## config.mk

```make
export PLATFORM = sky130hd
export DESIGN_NAME = vram_ctrl
export DESIGN_NICKNAME = d
export VERILOG_FILES = /design/src/rtl/vram_pkg.sv /design/src/rtl/vram_ctrl.sv
export SDC_FILE = /design/constraint.sdc
export NUM_CORES = 1
export LEC_CHECK = 0
export CORE_MARGIN = 4
export CORE_UTILIZATION = 41
export DETAILED_ROUTE_END_ITERATION = 8
export PLACE_DENSITY = 0.81
export SLEW_MARGIN = 20
export SYNTH_ARGS = -nofsm -noshare
export SYNTH_HDL_FRONTEND = slang
export SYNTH_SLANG_ARGS = --single-unit
```

## constraint.sdc

```tcl
create_clock -name CLK -period 2.35 [get_ports CLK]
set_input_delay 0.47 -clock CLK [delete_from_list [all_inputs] [get_ports CLK]]
set_output_delay 0.47 -clock CLK [all_outputs]
set_load 0.005 [all_outputs]
```

## src/rtl/vram_pkg.sv

```systemverilog
// Shared types and defaults for the VDP-to-block-RAM VRAM controller.
// Counter width covers the largest legal read latency (7).
package vram_pkg;

    localparam int VRAM_ADDR_W   = 15;
    localparam int VRAM_READ_LAT = 2;
    localparam int VRAM_CNT_W    = 3;

    typedef enum logic [2:0] {
        IDLE,
        ISSUE,
        WAIT,
        ACK,
        RELEASE
    } vram_state_t;

endpackage

```

## src/rtl/vram_ctrl.sv

```systemverilog
// Turns the VDP's strobe-style VRAM request into timed accesses on two 8-bit
// block-RAM ports (A = upper byte, B = lower byte) and returns VRAM_DTACK_N.
module vram_ctrl
    import vram_pkg::*;
#(
    parameter int ADDR_W   = VRAM_ADDR_W,
    parameter int READ_LAT = VRAM_READ_LAT
) (
    input  logic              CLK,
    input  logic              RST_N,
    input  logic              VRAM_SEL,
    input  logic [ADDR_W-1:0] VRAM_ADDR,
    input  logic              VRAM_UB_N,
    input  logic              VRAM_LB_N,
    input  logic              VRAM_WE_N,
    input  logic [15:0]       VRAM_DI,
    output logic [15:0]       VRAM_DO,
    output logic              VRAM_DTACK_N,
    output logic [ADDR_W:0]   RAM_ADDR_A,
    output logic [ADDR_W:0]   RAM_ADDR_B,
    output logic              RAM_EN_A,
    output logic              RAM_EN_B,
    output logic              RAM_WE_A,
    output logic              RAM_WE_B,
    output logic [7:0]        RAM_DIN_A,
    output logic [7:0]        RAM_DIN_B,
    input  logic [7:0]        RAM_DOUT_A,
    input  logic [7:0]        RAM_DOUT_B
);

    vram_state_t           r_state;
    vram_state_t           w_next;
    logic [ADDR_W-1:0]     r_addr;
    logic                  r_ub;
    logic                  r_lb;
    logic                  r_wr;
    logic [15:0]           r_di;
    logic [VRAM_CNT_W-1:0] r_cnt;
    logic                  r_cap_pend;
    logic [15:0]           r_do;
    logic                  r_dtack_n;

    logic                  w_en_a;
    logic                  w_en_b;
    logic                  w_we_a;
    logic                  w_we_b;
    logic                  w_capture;
    logic                  w_accept;

    always_ff @(posedge CLK or negedge RST_N) begin
        if (!RST_N) begin
            r_state <= IDLE;
        end else begin
            r_state <= w_next;
        end
    end

    always_comb begin
        w_next = r_state;
        case (r_state)
            IDLE: begin
                if (VRAM_SEL) begin
                    w_next = (VRAM_UB_N && VRAM_LB_N) ? ACK : ISSUE;
                end
            end
            ISSUE: begin
                if (!VRAM_SEL) begin
                    w_next = RELEASE;
                end else if (r_wr || (READ_LAT == 1)) begin
                    w_next = ACK;
                end else begin
                    w_next = WAIT;
                end
            end
            WAIT: begin
                if (!VRAM_SEL) begin
                    w_next = RELEASE;
                end else if (r_cnt == '0) begin
                    w_next = ACK;
                end
            end
            ACK: begin
                if (!VRAM_SEL) begin
                    w_next = IDLE;
                end
            end
            RELEASE: w_next = IDLE;
            default: w_next = IDLE;
        endcase
    end

    // A 1-cycle-latency read goes ISSUE->ACK and captures in its first ACK cycle.
    always_comb begin
        w_accept  = (r_state == IDLE) && VRAM_SEL;
        w_en_a    = (r_state == ISSUE) && r_ub;
        w_en_b    = (r_state == ISSUE) && r_lb;
        w_we_a    = w_en_a && r_wr;
        w_we_b    = w_en_b && r_wr;
        w_capture = ((r_state == WAIT) && VRAM_SEL && (r_cnt == '0)) ||
                    ((r_state == ACK) && r_cap_pend);
    end

    always_ff @(posedge CLK or negedge RST_N) begin
        if (!RST_N) begin
            r_addr     <= '0;
            r_ub       <= 1'b0;
            r_lb       <= 1'b0;
            r_wr       <= 1'b0;
            r_di       <= '0;
            r_cnt      <= '0;
            r_cap_pend <= 1'b0;
            r_do       <= '0;
            r_dtack_n  <= 1'b1;
        end else begin
            if (w_accept) begin
                r_addr <= VRAM_ADDR;
                r_ub   <= !VRAM_UB_N;
                r_lb   <= !VRAM_LB_N;
                r_wr   <= !VRAM_WE_N;
                r_di   <= VRAM_DI;
            end
            if (r_state == ISSUE) begin
                r_cnt <= VRAM_CNT_W'(READ_LAT - 1);
            end else if ((r_state == WAIT) && (r_cnt != '0)) begin
                r_cnt <= r_cnt - 1'b1;
            end
            r_cap_pend <= (r_state == ISSUE) && !r_wr && VRAM_SEL && (READ_LAT == 1);
            if (w_capture) begin
                r_do <= {r_ub ? RAM_DOUT_A : 8'h00, r_lb ? RAM_DOUT_B : 8'h00};
            end
            // Acknowledge lags ACK entry by one cycle and drops the cycle after SEL falls.
            r_dtack_n <= !((r_state == ACK) && VRAM_SEL);
        end
    end

    assign VRAM_DO      = r_do;
    assign VRAM_DTACK_N = r_dtack_n;
    assign RAM_ADDR_A   = {r_addr, 1'b0};
    assign RAM_ADDR_B   = {r_addr, 1'b1};
    assign RAM_EN_A     = w_en_a;
    assign RAM_EN_B     = w_en_b;
    assign RAM_WE_A     = w_we_a;
    assign RAM_WE_B     = w_we_b;
    assign RAM_DIN_A    = r_di[15:8];
    assign RAM_DIN_B    = r_di[7:0];

endmodule

```

==> flow_metrics.env <==
export IMPL_comb_power_share_pct=47.0
export IMPL_finalCritPeriodShare_pct=93.7
export IMPL_place_area_sq_um=3720
export IMPL_critical_path_max_stage_delay_ns=0.49
export IMPL_r2r_slack_ns=0.67
export IMPL_antenna_found_initial=0
export IMPL_r2r_start="r_cnt[0]$_DFFE_PN0P_"
export IMPL_synthCells=209
export IMPL_viasPerCell=4.72
export IMPL_final_max_slew_viol_count=0
export IMPL_drv_cap=0
export IMPL_hold_path_class="in2async"
export IMPL_cts_tree="done"
export IMPL_worstSetupEndpointType="output port"
export IMPL_p_clk_share_pct=17.3
export IMPL_grt_pass1_vias=1959
export IMPL_ir_worst_vdd_uv=663
export IMPL_n_antenna_cell=0
export IMPL_drt_wl_total_mm=5.81
export IMPL_fin_area_sq_um=3920
export IMPL_synthTopCellsByArea="dfrtp_1, mux2_2, mux2i_1"
export IMPL_remaining_drc_errors=0
export IMPL_dp_slack_ns=0.297
export IMPL_die_area_sq_um=7550
export IMPL_ys_flop_type="dfrtp_1"
export IMPL_met2WireLength_mm=2.83
export IMPL_period_minus_slack_ns=2.20
export IMPL_cell_internal_pwr_mw=3.48
export IMPL_drive_gt1_share_pct=16.0
export IMPL_yosysUniqueCellTypes=30
export IMPL_clock_path_buffers=2
export IMPL_p_seq_share_pct=35.7
export IMPL_vias=1892
export IMPL_yosysSeqAreaShare_pct=56.0
export IMPL_highest_layer="met4"
export IMPL_synth_top_area_share_pct=55.0
export IMPL_reg2reg_depth=5
export IMPL_grt_usage_pct=16.3
export IMPL_cts_resized=0
export IMPL_hold_buffers=0
export IMPL_synth_seq_cells=57
export IMPL_wl_per_cell_microns=14.5
export IMPL_path_clk_slew_ns=0.06
export IMPL_clock_sinks=57
export IMPL_rsz0062_at_grt="no"
export IMPL_gp_congestion=0.811
export IMPL_yosys_area_top_type="dfrtp_1"
export IMPL_synth_edff_count=0
export IMPL_cts_setup_buffers=0
export IMPL_path_max_fanout=3
export IMPL_die_w_microns=86.9
export IMPL_fin_skew_ns=0.00572
export IMPL_numCtsBuffers=9
export IMPL_cp_arrival_ns=1.73
export IMPL_post_dp_hpwl_mm=4.43
export IMPL_worstReg2RegEnd="r_cnt[2]$_DFFE_PN0P_"
export IMPL_htree_levels=3
export IMPL_area_growth_pct=53.6
export IMPL_yosysMostFrequentCell="dfrtp_1"
export IMPL_run_status="finished clean"
export IMPL_wl_met3_microns=525
export IMPL_pin_count=122
export IMPL_startpoint="r_state[2]$_DFFE_PN0P_"
export IMPL_ant_nets=0
export IMPL_drt_initial_drc_count=70
export IMPL_finalSetupViolations=0
export IMPL_crit_slowest_cell="clkdlybuf4s50_1"
export IMPL_grt_max_degree=42
export IMPL_rows=28
export IMPL_cp_start_kind="flip-flop"
export IMPL_path_class="reg2out"
export IMPL_switchingPower_mw=1.43
export IMPL_first_pass_iters=4
export IMPL_worstPathCellList="nor2_1 -> and3_1 -> and2_1 -> clkdlybuf4s50_1"
export IMPL_utilization_pct=65.4
export IMPL_layout_nets=376
export IMPL_yosys_warnings=0
export IMPL_leakage_nw=1.83
export IMPL_async_flop_share_pct=100
export IMPL_power_density_nw_per_um2=1250
export IMPL_finalSetupTns_ns=0
export IMPL_synth_common_cells="dfrtp_1, mux2_2, inv_1"
export IMPL_fin_ws_ns=0.148
export IMPL_cts_root_buf="clkbuf_8"
export IMPL_hold_worst_slack_ns=0.0638
export IMPL_io_buffers=119
export IMPL_fmax_ghz=0.454
export IMPL_clk_latency_ns=0.32
export IMPL_die_y_microns=86.9
export IMPL_cp_required_ns=1.88
export IMPL_syn_avg_cell_area_sq_um=12.2
export IMPL_start_util_pct=42.6
export IMPL_hold_viol_final=0
export IMPL_drt_met1_wl_mm=2.32
export IMPL_swShare_pct=29.1
export IMPL_fp_coreArea_sq_um=5990
export IMPL_synth_nets=264
export IMPL_grt_first_pass_wirelength_mm=9.40
export IMPL_syn_area_sq_um=2550
export IMPL_grt_remaining_overflow=0
-- cell type report --
| type | instances | area (sq um) |
|---|---|---|
| Inverter | 20 | 75.1 |
| Clock buffer | 14 | 183 |
| Multi-Input combinational cell | 105 | 848 |
| Tap cell | 75 | 93.8 |
| Fill cell | 468 | 2070 |
| Clock inverter | 2 | 10.0 |
| Timing Repair Buffer | 128 | 1280 |
| Sequential cell | 57 | 1430 |
-- registers in the layout (all words and copies together) (netlist names) --
name,count
VRAM_DO,16
r_cnt,3
r_wr,1
r_lb,1
r_state,3
VRAM_DTACK_N,1
r_addr,15
r_di,16
r_ub,1
-- how the worst max path moves through the flow --
stage | to | slack, ns
after floorplan | r_addr[0]$_DFFE_PN0P_ | 0.68
after global placement | r_di[7]$_DFFE_PN0P_ | 0.37
after detailed placement | r_di[9]$_DFFE_PN0P_ | 0.30
after CTS | RAM_WE_B | 0.12
after global routing | RAM_WE_B | 0.01
final | RAM_WE_B | 0.15
-- cells by family after synthesis --
kind of cell | count (synthesis) | synth area share [%]
muxes | 48 | 20.4
xor gates and xnor gates | 1 | 0.344
and+or+nand+nor | 39 | 8.34
adders and majority gates | 2 | 0.981
other | 2 | 0.295
buffers and inverters | 47 | 10.7
AOI/OAI and AO/OA | 13 | 2.94
DFF | 57 | 56.0
-- routing by layer --
layer	global-route usage [%]	vias up
li1	-	893
met1	19.1	902
met2	27.0	83
met3	4.64	14
met4	8.36	0
met5	0	-
-- critical path, delay by kind of cell, from the launching register on --
family	cells	cell delay, ns
AND/OR/NAND/NOR	3	0.54
buffers and inverters	1	0.49
flip-flops	1	0.37
-- through the flow --
step	instances	total power, mW
global route	401	5.25
floorplan	209	2.82
detailed placement	385	4.11
CTS	401	4.99
finish	401	4.91
global placement	385	4.02
-- layout by cell type (no fill, tap or decap), drive strengths merged, types with 2 or more instances in the layout --
cell type	count
a21oi	5
and2	2
and3	2
buf	10
clkbuf	14
clkdlybuf4s50	118
clkinv	2
conb	2
dfrtp	56
ha	2
inv	20
mux2	31
mux2i	17
nand2	17
nand2b	3
nand3	3
nor2	4
nor2b	2
o21ai	5
or4	2
-- power by group through the flow --
stage | sequential (mW) | clock [mW] | combinational, mW
after floorplan | 1.77 | 0 | 1.05
after global placement | 1.75 | 0 | 2.27
after detailed placement | 1.77 | 0 | 2.34
after CTS | 1.76 | 0.881 | 2.35
after global routing | 1.83 | 0.919 | 2.51
final | 1.75 | 0.848 | 2.31
Note: power is estimated with default switching activity, not from simulation.
